===== config.mk =====
export PLATFORM = sky130hd
export DESIGN_NAME = crc_sched
export DESIGN_NICKNAME = d
export VERILOG_FILES = /design/src/rtl/crc_sched_pkg.sv /design/src/rtl/crc16_1021.sv /design/src/rtl/crc16_8005.sv /design/src/rtl/crc32_04c11db7.sv /design/src/rtl/crc8_07.sv /design/src/rtl/crc_sched_rr_arb.sv /design/src/rtl/crc_sched.sv
export SDC_FILE = /design/constraint.sdc
export NUM_CORES = 1
export LEC_CHECK = 0
export CORE_MARGIN = 3
export CORE_UTILIZATION = 47
export CTS_BUF_LIST = sky130_fd_sc_hd__clkbuf_2 sky130_fd_sc_hd__clkbuf_4 sky130_fd_sc_hd__clkbuf_8
export CTS_CLUSTER_SIZE = 28
export DETAILED_ROUTE_END_ITERATION = 12
export PLACE_DENSITY = 0.78
export SLEW_MARGIN = 20
export SYNTH_ARGS = -nofsm -noshare
export SYNTH_HDL_FRONTEND = slang
export SYNTH_SLANG_ARGS = --single-unit

===== constraint.sdc =====
create_clock -name clk_i -period 5 [get_ports clk_i]
set_input_delay 1.25 -clock clk_i [delete_from_list [all_inputs] [get_ports clk_i]]
set_output_delay 1.25 -clock clk_i [all_outputs]
set_load 0.02 [all_outputs]

===== src/rtl/crc_sched_pkg.sv =====
// Shared types and helpers for the multi-channel CRC scheduler.
// Mode encodings match the CRC_*_MODE values used by the crc register block.
package crc_sched_pkg;

  localparam logic [1:0] CRC8_07_MODE    = 2'd0;
  localparam logic [1:0] CRC16_1021_MODE = 2'd1;
  localparam logic [1:0] CRC16_8005_MODE = 2'd2;
  localparam logic [1:0] CRC32_MODE      = 2'd3;

  typedef enum logic [1:0] {IDLE, CALC, RESULT} state_t;

  typedef struct packed {
    logic [31:0] crc;
    logic [1:0]  mode;
    logic        revin;
    logic        revout;
    logic [31:0] xorv;
  } ctx_t;

  function automatic logic [31:0] width_mask(input logic [1:0] mode);
    case (mode)
      CRC8_07_MODE: return 32'h0000_00FF;
      CRC32_MODE:   return 32'hFFFF_FFFF;
      default:      return 32'h0000_FFFF;
    endcase
  endfunction

  function automatic logic [7:0] rev8(input logic [7:0] b);
    logic [7:0] r;
    for (int i = 0; i < 8; i++) r[i] = b[7-i];
    return r;
  endfunction

  // Full 32-bit reversal, then shift the reversed low field back down.
  function automatic logic [31:0] rev_width(input logic [31:0] v, input logic [1:0] mode);
    logic [31:0] r;
    for (int i = 0; i < 32; i++) r[i] = v[31-i];
    case (mode)
      CRC8_07_MODE: return r >> 24;
      CRC32_MODE:   return r;
      default:      return r >> 16;
    endcase
  endfunction

  // MSB-first byte update; top selects the CRC's most significant bit.
  function automatic logic [31:0] crc_byte(input logic [31:0] crc, input logic [7:0] b,
                                           input logic [31:0] poly, input logic [31:0] top);
    logic [31:0] c;
    logic        fb;
    c = crc;
    for (int i = 7; i >= 0; i--) begin
      fb = ((c & top) != 32'h0) ^ b[i];
      c  = (c << 1) ^ (fb ? poly : 32'h0);
    end
    return c;
  endfunction

endpackage


===== src/rtl/crc16_1021.sv =====
// CRC-16 (poly 0x1021) single-byte combinational update.
module crc16_1021
  import crc_sched_pkg::*;
(
  input  logic [15:0] crc_i,
  input  logic [7:0]  data_i,
  output logic [15:0] crc_o
);
  assign crc_o = 16'(crc_byte({16'h0, crc_i}, data_i, 32'h0000_1021, 32'h0000_8000));
endmodule


===== src/rtl/crc16_8005.sv =====
// CRC-16 (poly 0x8005) single-byte combinational update.
module crc16_8005
  import crc_sched_pkg::*;
(
  input  logic [15:0] crc_i,
  input  logic [7:0]  data_i,
  output logic [15:0] crc_o
);
  assign crc_o = 16'(crc_byte({16'h0, crc_i}, data_i, 32'h0000_8005, 32'h0000_8000));
endmodule


===== src/rtl/crc32_04c11db7.sv =====
// CRC-32 (poly 0x04C11DB7) single-byte combinational update.
module crc32_04c11db7
  import crc_sched_pkg::*;
(
  input  logic [31:0] crc_i,
  input  logic [7:0]  data_i,
  output logic [31:0] crc_o
);
  assign crc_o = crc_byte(crc_i, data_i, 32'h04C1_1DB7, 32'h8000_0000);
endmodule


===== src/rtl/crc8_07.sv =====
// CRC-8 (poly 0x07) single-byte combinational update.
module crc8_07
  import crc_sched_pkg::*;
(
  input  logic [7:0] crc_i,
  input  logic [7:0] data_i,
  output logic [7:0] crc_o
);
  assign crc_o = 8'(crc_byte({24'h0, crc_i}, data_i, 32'h0000_0007, 32'h0000_0080));
endmodule


===== src/rtl/crc_sched_rr_arb.sv =====
// Round-robin arbiter: searches from the channel after the last grant.
// The pointer only moves when a grant is actually issued.
module crc_rr_arb #(
  parameter  int N = 4,
  localparam int W = $clog2(N)
) (
  input  logic         clk_i,
  input  logic         rst_i,
  input  logic         en_i,
  input  logic [N-1:0] req_i,
  output logic [N-1:0] gnt_o,
  output logic [W-1:0] idx_o
);
  logic [W-1:0] ptr_q, ptr_d, cand;
  logic         found;

  always_comb begin
    gnt_o = '0;
    idx_o = '0;
    ptr_d = ptr_q;
    cand  = '0;
    found = 1'b0;
    if (en_i) begin
      for (int i = 1; i <= N; i++) begin
        cand = W'((int'(ptr_q) + i) % N);
        if (!found && req_i[cand]) begin
          found       = 1'b1;
          gnt_o[cand] = 1'b1;
          idx_o       = cand;
          ptr_d       = cand;
        end
      end
    end
  end

  always_ff @(posedge clk_i) begin
    if (rst_i) ptr_q <= W'(N - 1);
    else       ptr_q <= ptr_d;
  end
endmodule


===== src/rtl/crc_sched.sv =====
// Shares one byte-serial CRC datapath between CH_NUM requesters, keeping a
// per-channel running context so frames interleave at word granularity.
module crc_sched
  import crc_sched_pkg::*;
#(
  parameter  int CH_NUM   = 4,
  localparam int CH_WIDTH = $clog2(CH_NUM)
) (
  input  logic                  clk_i,
  input  logic                  rst_i,
  input  logic [CH_NUM-1:0]     req_valid_i,
  output logic [CH_NUM-1:0]     req_ready_o,
  input  logic [CH_NUM*32-1:0]  req_data_i,
  input  logic [CH_NUM*2-1:0]   req_size_i,
  input  logic [CH_NUM-1:0]     req_first_i,
  input  logic [CH_NUM-1:0]     req_last_i,
  input  logic [CH_NUM*2-1:0]   cfg_mode_i,
  input  logic [CH_NUM-1:0]     cfg_revin_i,
  input  logic [CH_NUM-1:0]     cfg_revout_i,
  input  logic [CH_NUM*32-1:0]  cfg_init_i,
  input  logic [CH_NUM*32-1:0]  cfg_xorv_i,
  output logic                  res_valid_o,
  input  logic                  res_ready_i,
  output logic [CH_WIDTH-1:0]   res_ch_o,
  output logic [31:0]           res_crc_o,
  output logic                  busy_o,
  output state_t                state_o
);
  // Handshake: a word moves when req_valid_i[c] & req_ready_o[c] at a rising
  // edge; a result moves when res_valid_o & res_ready_i at a rising edge.
  state_t              state_q, state_d;
  logic [CH_WIDTH-1:0] ch_q, ch_d, res_ch_q, res_ch_d, gnt_idx;
  logic [31:0]         data_q, data_d, res_crc_q, res_crc_d;
  logic [1:0]          size_q, size_d, cnt_q, cnt_d;
  logic                last_q, last_d, res_valid_q, res_valid_d, busy_q, busy_d;
  ctx_t                ctx_q [CH_NUM];
  ctx_t                ctx_d [CH_NUM];
  logic [CH_NUM-1:0]   gnt;
  ctx_t                cur;
  logic [7:0]          byte_in, c8;
  logic [15:0]         c16a, c16b;
  logic [31:0]         c32, crc_new, res_val;

  crc_rr_arb #(.N(CH_NUM)) u_arb (
    .clk_i (clk_i),
    .rst_i (rst_i),
    .en_i  (state_q == IDLE && !rst_i),
    .req_i (req_valid_i),
    .gnt_o (gnt),
    .idx_o (gnt_idx)
  );
  assign req_ready_o = gnt;

  assign cur     = ctx_q[ch_q];
  assign byte_in = cur.revin ? rev8(data_q[31:24]) : data_q[31:24];

  crc8_07        u_c8   (.crc_i(cur.crc[7:0]),  .data_i(byte_in), .crc_o(c8));
  crc16_1021     u_c16a (.crc_i(cur.crc[15:0]), .data_i(byte_in), .crc_o(c16a));
  crc16_8005     u_c16b (.crc_i(cur.crc[15:0]), .data_i(byte_in), .crc_o(c16b));
  crc32_04c11db7 u_c32  (.crc_i(cur.crc),       .data_i(byte_in), .crc_o(c32));

  always_comb begin
    case (cur.mode)
      CRC8_07_MODE:    crc_new = {24'h0, c8};
      CRC16_1021_MODE: crc_new = {16'h0, c16a};
      CRC16_8005_MODE: crc_new = {16'h0, c16b};
      default:         crc_new = c32;
    endcase
    res_val = ((cur.revout ? rev_width(crc_new, cur.mode) : crc_new) ^ cur.xorv)
              & width_mask(cur.mode);
  end

  always_comb begin
    state_d     = state_q;
    ch_d        = ch_q;
    data_d      = data_q;
    size_d      = size_q;
    cnt_d       = cnt_q;
    last_d      = last_q;
    res_valid_d = res_valid_q;
    res_ch_d    = res_ch_q;
    res_crc_d   = res_crc_q;
    ctx_d       = ctx_q;
    case (state_q)
      IDLE: begin
        if (|gnt) begin
          ch_d    = gnt_idx;
          cnt_d   = 2'd0;
          state_d = CALC;
          for (int c = 0; c < CH_NUM; c++) begin
            if (gnt[c]) begin
              data_d = req_data_i[32*c +: 32];
              size_d = req_size_i[2*c +: 2];
              last_d = req_last_i[c];
              // A first word restarts the context, dropping any open frame.
              if (req_first_i[c]) begin
                ctx_d[c].crc    = cfg_init_i[32*c +: 32] & width_mask(cfg_mode_i[2*c +: 2]);
                ctx_d[c].mode   = cfg_mode_i[2*c +: 2];
                ctx_d[c].revin  = cfg_revin_i[c];
                ctx_d[c].revout = cfg_revout_i[c];
                ctx_d[c].xorv   = cfg_xorv_i[32*c +: 32];
              end
            end
          end
        end
      end
      CALC: begin
        ctx_d[ch_q].crc = crc_new;
        data_d          = {data_q[23:0], 8'h00};
        cnt_d           = cnt_q + 2'd1;
        if (cnt_q == size_q) begin
          if (last_q) begin
            state_d     = RESULT;
            res_valid_d = 1'b1;
            res_ch_d    = ch_q;
            res_crc_d   = res_val;
          end else begin
            state_d = IDLE;
          end
        end
      end
      RESULT: begin
        if (res_ready_i) begin
          state_d     = IDLE;
          res_valid_d = 1'b0;
        end
      end
      default: state_d = IDLE;
    endcase
    busy_d = (state_d != IDLE);
  end

  always_ff @(posedge clk_i) begin
    if (rst_i) begin
      state_q     <= IDLE;
      ch_q        <= '0;
      data_q      <= '0;
      size_q      <= '0;
      cnt_q       <= '0;
      last_q      <= 1'b0;
      res_valid_q <= 1'b0;
      res_ch_q    <= '0;
      res_crc_q   <= '0;
      busy_q      <= 1'b0;
      for (int c = 0; c < CH_NUM; c++) ctx_q[c] <= '0;
    end else begin
      state_q     <= state_d;
      ch_q        <= ch_d;
      data_q      <= data_d;
      size_q      <= size_d;
      cnt_q       <= cnt_d;
      last_q      <= last_d;
      res_valid_q <= res_valid_d;
      res_ch_q    <= res_ch_d;
      res_crc_q   <= res_crc_d;
      busy_q      <= busy_d;
      ctx_q       <= ctx_d;
    end
  end

  assign res_valid_o = res_valid_q;
  assign res_ch_o    = res_ch_q;
  assign res_crc_o   = res_crc_q;
  assign busy_o      = busy_q;
  assign state_o     = state_q;
endmodule


==> impl_metrics.py, run 1 <==
metrics = {
    "sta": {
        "period_share_pct": 96.4,
        "worst_slew_pin_slew_ns": 1.05,
        "finClkSkew_ns": 0.0522,
        "rsz0062_at_grt": "false",
        "fmax_ghz": 0.208,
        "drv_slew": 0,
        "hold_viol": 0,
        "setup_violations": 0,
        "min_period_ns": 4.82,
        "slew_headroom_pct": 29.9,
        "holdWs_ns": 0.453,
    },
    "synth": {
        "synth_seq_cells": 351,
        "synth_top_family_by_area": "compound AO/OA/AOI/OAI gates",
        "synth_area_leaders": "dfxtp_1 (35%), a21oi_1 (8.8%), nand2_1 (8.1%)",
        "async_reset_ff_share_pct": 0,
        "synth_top_cell_by_area": "dfxtp_1",
        "post_synth.cell_area_avg_um2": 8.45,
        "yosysSeqAreaShare_pct": 35.0,
        "synth_compound_area_share_pct": 21.1,
        "synth_simple_gate_area_share_pct": 17.5,
        "yosysWarnings": 0,
        "ys.flop_type": "dfxtp_1",
        "synth_nets": 2811,
        "synth_area_um2": 20100,
        "synth_edf_count": 0,
        "synthCells": 2376,
        "synth_top_cell_area_share_pct": 35.0,
        "synth_fa_ha_area_share_pct": 0.748,
        "synthMuxAreaShare_pct": 11.4,
        "synth_cell_types": 87,
        "synth_xor_area_share_pct": 10.2,
    },
    "final_layout": {
        "layout-drive-gt1-share_pct": 12.5,
        "final_util_pct": 64.0,
        "layout.nets": 3236,
        "area_growth_pct": 33.9,
        "postLayoutCellArea_um2": 26900,
        "layout_commonest_cell": "clkdlybuf4s50_1",
        "layout_common_cells": "clkdlybuf4s50_1 (459), nand2_1 (428), a21oi_1 (354), dfxtp_1 (349), nor2_1 (211)",
        "fillers": 3608,
    },
    "route": {
        "viasPerCell": 6.15,
        "drtIter0Drc": 2353,
        "drc": 0,
        "wl_per_cell_um": 24.5,
        "vias": 20900,
        "ant_nets": 0,
        "wl_um": 83100,
        "drtPass1Iterations": 6,
    },
    "global_routing": {
        "antenna_found_initial": 8,
        "overflow": 0,
        "track_usage_pct": 35.5,
        "grt_pass1_vias": 20300,
        "grt_max_degree": 94,
        "grt_pass1_wl_um": 122000,
    },
    "clock_tree": {
        "clkSlewWorstSetupHoldPaths_ns": 0.06,
        "cts_max_level": 2,
        "cts_max_path_buffers": 3,
        "cts_tree": "yes",
        "hold_buffers": 0,
        "cts_made_buffers": 59,
        "insertion_delay_ns": 0.71,
        "clkSinkCount": 351,
        "ctsRootBufferMaster": "clkbuf_8",
    },
    "flow_run": {
        "maxCapViolCount": 0,
    },
    "worst_setup_path": {
        "cp.arrival_ns": 3.57,
        "critPathKind": "in -> out",
        "cp_slowest_stage_delay_ns": 0.54,
        "crit_start": "req_valid_i[1]",
        "worst-path-buf-inv": 3,
        "required_ns": 3.75,
        "cp-end-kind": "primary output",
        "worstPathMaxFanout": 6,
        "critPathTopFamily": "buffers and inverters",
        "worstReg2RegEnd": "res_crc_o[1]",
        "critical_path_cell_count": 8,
        "crit_chain": "clkdlybuf4s50_1 -> mux4_2 -> nor3_2 -> o211a_1 -> buf_4 -> nand2_1 -> a21oi_4 -> dlygate4sd2_1",
        "startpoint_type": "input port",
        "rr_startpoint": "ch_q[0]",
        "critPathCapture": "req_ready_o[3]",
        "rr_worst_depth": 10,
        "regToRegSetupSlack_ns": 0.65,
        "critPathSlowestCell": "mux4_2",
    },
    "floorplan": {
        "core_area_um2": 42000,
        "pin_count": 465,
        "rows": 75,
        "die_w_um": 213,
        "start_util_pct": 47.8,
        "die-area_um2": 45200,
        "die_h_um": 213,
    },
    "power": {
        "p_leak_nw": 9.68,
        "p_per_area_nw_per_um2": 578,
        "finalPower_w": 0.0155,
        "vdd_drop_max_mv": 0.401,
    },
    "status": {
        "outcome": "finished clean",
    },
    "place": {
        "hpwl_um": 61100,
        "place_area_um2": 25600,
        "globalplace.congestion": 0.986,
        "io_buffers": 464,
    },
    "hold_path": {
        "hold_path.class": "reg -> reg",
    },
}
==> layout make-up <==
| type | count | area, µm² | share of cell area (%) |
|---|---|---|---|
| inverter | 13 | 48.8 | 0.181 |
| timing repair buffer | 560 | 5500 | 20.5 |
| clock inverter | 16 | 169 | 0.628 |
| antenna | 7 | 17.5 | 0.0651 |
| sequential | 351 | 7030 | 26.2 |
| clock buffer | 91 | 1130 | 4.19 |
| multi-input combinational | 1816 | 12300 | 45.8 |
| tap | 539 | 674 | 2.51 |
==> metrics by stage <==
| stage | setup slack [ns] | TNS [ns] | instances |
|---|---|---|---|
| finish | 0.182 | 0 | 3393 |
| global route | 0.107 | 0 | 3389 |
| CTS | 0.0563 | 0 | 3385 |
| detailed placement | -0.0605 | -0.0902 | 3278 |
| global placement | 0.0420 | 0 | 3277 |
| floorplan | 0.336 | 0 | 2376 |
==> worst min-delay path by stage <==
stage	end	slack, ns	start	cells past startpoint
finish	ctx_q[145]	0.45	ctx_q[145]	2
global route	ctx_q[217]	0.47	ctx_q[217]	2
CTS	ctx_q[45]	0.45	ctx_q[45]	2
detailed placement	ctx_q[45]	0.44	ctx_q[45]	2
global placement	ctx_q[45]	0.44	ctx_q[45]	2
floorplan	ctx_q[45]	0.43	ctx_q[45]	2
==> worst register-to-register path, delay by kind of cell (launching register included) <==
family	cells	cell delay [ns]
xor+xnor	4	1.24
flops	1	0.39
compound gates	3	1.10
simple gates	1	0.24
mux	2	1.28
==> sequential cells by signal, indices dropped and copies added, names as in the netlist <==
signal / flops
u_arb.ptr_q: 2
ctx_q: 272
res_valid_o: 1
state_o: 2
size_q: 2
last_q: 1
cnt_q: 2
res_ch_o: 2
busy_o: 1
data_q: 32
res_crc_o: 32
ch_q: 2
==> logic make-up (layout without fill, tap and decap cells) <==
kind of cell,count (synthesis),after routing
and+or+nand+nor,827,827
other,0,7
AOI/OAI and AO/OA,680,680
DFF,351,351
muxes,132,132
adders and majority gates,12,12
buffers and inverters,209,680
xor gates and xnor gates,165,165
==> cell usage after synthesis, drive strengths merged, types with 6 or more instances <==
| cell | n |
|---|---|
| a22oi | 21 |
| o21ai | 68 |
| nand2 | 432 |
| mux2i | 58 |
| a31oi | 7 |
| clkbuf | 165 |
| nand3b | 28 |
| xnor2 | 93 |
| inv | 11 |
| nor4 | 7 |
| o22ai | 12 |
| xor2 | 44 |
| buf | 31 |
| a221oi | 21 |
| mux4 | 69 |
| o31ai | 25 |
| xnor3 | 26 |
| a211oi | 99 |
| a311oi | 9 |
| ha | 12 |
| nand3 | 34 |
| nor2 | 213 |
| and2 | 6 |
| a22o | 6 |
| and3 | 11 |
| a32oi | 21 |
| nor3 | 57 |
| nand2b | 11 |
| a21oi | 358 |
| dfxtp | 351 |
==> power by group <==
part	total, W	switching (W)	internal [W]
logic	0.00926	0.00525	0.00400
clock network	0.00282	0.00127	0.00155
registers	0.00345	0.000259	0.00320
==> routing by layer <==
layer | track usage [%] | part of all wire [%] | vias to the layer above
met4 | 16.7 | 4.8 | 10
met5 | 0 | 0.073 | -
met3 | 7.38 | 11 | 232
met2 | 55.8 | 46 | 1308
met1 | 47.0 | 38 | 9959
li1 | - | - | 9348
==> what timing repair did <==
action | 4_1_cts | 5_1_grt
setup buffers | 0 | 1
gates resized for setup | 4 | 2
pin swaps | 1 | 1
endpoints found under the setup margin | 3 | 2
cloned | 0 | 0
Note: power is estimated with default switching activity, not from simulation.
==> run 2: changes to the inputs <==
==> constraint.sdc (replaced) <==
create_clock -name clk_i -period 5 [get_ports clk_i]
set_input_delay 1 -clock clk_i [delete_from_list [all_inputs] [get_ports clk_i]]
set_output_delay 1 -clock clk_i [all_outputs]
set_load 0.02 [all_outputs]
==> impl_metrics.py, run 2 (synthesis results as in run 1) <==
metrics = {
    "status": {
        "outcome": "finished clean",
    },
    "route": {
        "ant_nets": 0,
        "drc": 0,
        "wl_um": 83100,
        "drtIter0Drc": 2537,
        "vias": 20900,
        "drtPass1Iterations": 8,
        "wl_per_cell_um": 24.6,
        "viasPerCell": 6.19,
    },
    "global_routing": {
        "grt_pass1_wl_um": 123000,
        "globalRoute.busiestLayer": "met2",
        "use_met3_pct": 7.74,
        "antenna_found_initial": 15,
        "grt_pass1_vias": 20500,
        "track_usage_pct": 35.7,
        "grt_use_met1_pct": 47.3,
        "grt_max_degree": 96,
        "overflow": 0,
        "gr-usage-met2_pct": 55.9,
    },
    "clock_tree": {
        "post_cts_buffers": 0,
        "clkSinkCount": 351,
        "insertion_delay_ns": 0.71,
        "cts_made_buffers": 59,
        "ctsRootBufferMaster": "clkbuf_8",
        "cts_max_path_buffers": 3,
        "cts_tree": "yes",
        "hold_buffers": 0,
        "clkSlewWorstSetupHoldPaths_ns": 0.06,
        "postCtsResizedCells": 0,
        "cts_max_level": 2,
    },
    "flow_run": {
        "maxCapViolCount": 0,
    },
    "place": {
        "globalplace.congestion": 1.01,
        "hpwl_um": 61000,
        "place_area_um2": 25400,
        "io_buffers": 464,
    },
    "hold_path": {
        "hold_path.class": "reg -> reg",
    },
    "final_layout": {
        "layout-drive-gt1-share_pct": 11.9,
        "layout_commonest_cell": "clkdlybuf4s50_1",
        "layout_common_cells": "clkdlybuf4s50_1 (463), nand2_1 (428), a21oi_1 (354), dfxtp_1 (349), nor2_1 (210)",
        "postLayoutCellArea_um2": 26800,
        "regMostFlops": "ctx_q",
        "layout.nets": 3222,
        "largest_register_ffs": 272,
        "area_growth_pct": 33.4,
    },
    "sta": {
        "finClkSkew_ns": 0.0481,
        "hold_viol": 0,
        "setup_tns_ns": 0,
        "period_share_pct": 95.1,
        "drv_slew": 0,
        "min_period_ns": 4.76,
        "rsz0062_at_grt": "false",
        "worst_slew_pin_slew_ns": 1.01,
        "setup_violations": 0,
        "fmax_ghz": 0.210,
        "slew_headroom_pct": 32.7,
    },
    "power": {
        "p_per_area_nw_per_um2": 581,
        "vdd_drop_max_mv": 0.363,
        "p_leak_nw": 9.57,
    },
    "floorplan": {
        "rows": 75,
        "start_util_pct": 47.8,
        "die_h_um": 213,
        "core_area_um2": 42000,
        "pin_count": 465,
        "die_w_um": 213,
        "die-area_um2": 45200,
    },
    "worst_setup_path": {
        "worstPathMaxFanout": 9,
        "critPathTopFamily": "buffers and inverters",
        "cp_slowest_stage_delay_ns": 0.68,
        "startpoint_type": "flip-flop",
        "cp-end-kind": "primary output",
        "critPathSlowestCell": "clkdlybuf4s50_1",
        "worst-path-buf-inv": 2,
        "critPathKind": "reg -> out",
        "required_ns": 4.00,
        "cp.arrival_ns": 3.76,
        "crit_chain": "inv_1 -> ha_1 -> mux4_2 -> nor3_1 -> o211a_1 -> a221oi_1 -> nor2_2 -> clkdlybuf4s50_1",
    },
}
-- run 2: cell types whose count changed in the layout (fill, tap and decap cells not counted), moves of 2 or more --
cell             change
buf_4               -10
clkbuf_4             -5
diode_2              +5
clkbuf_8             +4
clkdlybuf4s50_1      +4
buf_12               -3
clkinv_2             -2
dlygate4sd2_1        -2
dlymetal6s2s_1       -2
inv_12               +2
-- run 2: path summary, 6_finish.rpt --
path | start | slack [ns] | endpoint | cells past startpoint
hold reg to reg | res_crc_o[17] | 0.45 | res_crc_o[17] | 2
hold / removal | res_crc_o[17] | 0.45 | res_crc_o[17] | 2
setup / recovery | u_arb.ptr_q[1] | 0.24 | req_ready_o[0] | 8
setup reg to reg | ch_q[0] | 0.65 | res_crc_o[1] | 10
-- run 2: worst register-to-register path: stages, from the launching register on --
cell,delay (ns)
dfxtp_4,0.38
mux4_2,0.78
mux2i_4,0.62
xor2_4,0.22
xnor2_2,0.33
xnor3_1,0.50
a221oi_2,0.54
nor2_2,0.26
a32oi_2,0.33
xnor2_1,0.11
a22o_1,0.20
-- run 2: metal layers --
metal,vias up,wire length [µm]
met2,1340,38200
li1,9329,-
met4,10,3860
met3,239,9080
met5,-,80
met1,10000,31900
-- run 2: report_power, final --
group / total, W / leakage [nW] / internal [W] / switching (W)
registers: 0.00347 / 2.85 / 0.00320 / 0.000270
clock network: 0.00289 / 0.707 / 0.00163 / 0.00126
logic: 0.00921 / 6.01 / 0.00390 / 0.00531
-- run 2: metrics by stage --
step | hold WS (ns) | total power [W] | setup slack, ns | cells | util, %
CTS | 0.452 | 0.0153 | 0.103 | 3370 | 63.6
global route | 0.470 | 0.0162 | 0.0244 | 3379 | 63.7
global placement | 0.438 | 0.0123 | 0.231 | 3265 | 60.5
floorplan | 0.429 | 0.00957 | 0.336 | 2376 | -
finish | 0.451 | 0.0156 | 0.244 | 3382 | 63.7
detailed placement | 0.444 | 0.0124 | 0.229 | 3265 | 60.5
-- run 2: cell type report --
class                           instances  area [µm²]
Antenna cell                           12        30.0
Clock buffer                           90        1140
Clock inverter                         15         194
Fill cell                            3563       15200
Inverter                               13        48.8
Multi-Input combinational cell       1816       12300
Sequential cell                       351        7030
Tap cell                              539         674
Timing Repair Buffer                  546        5350
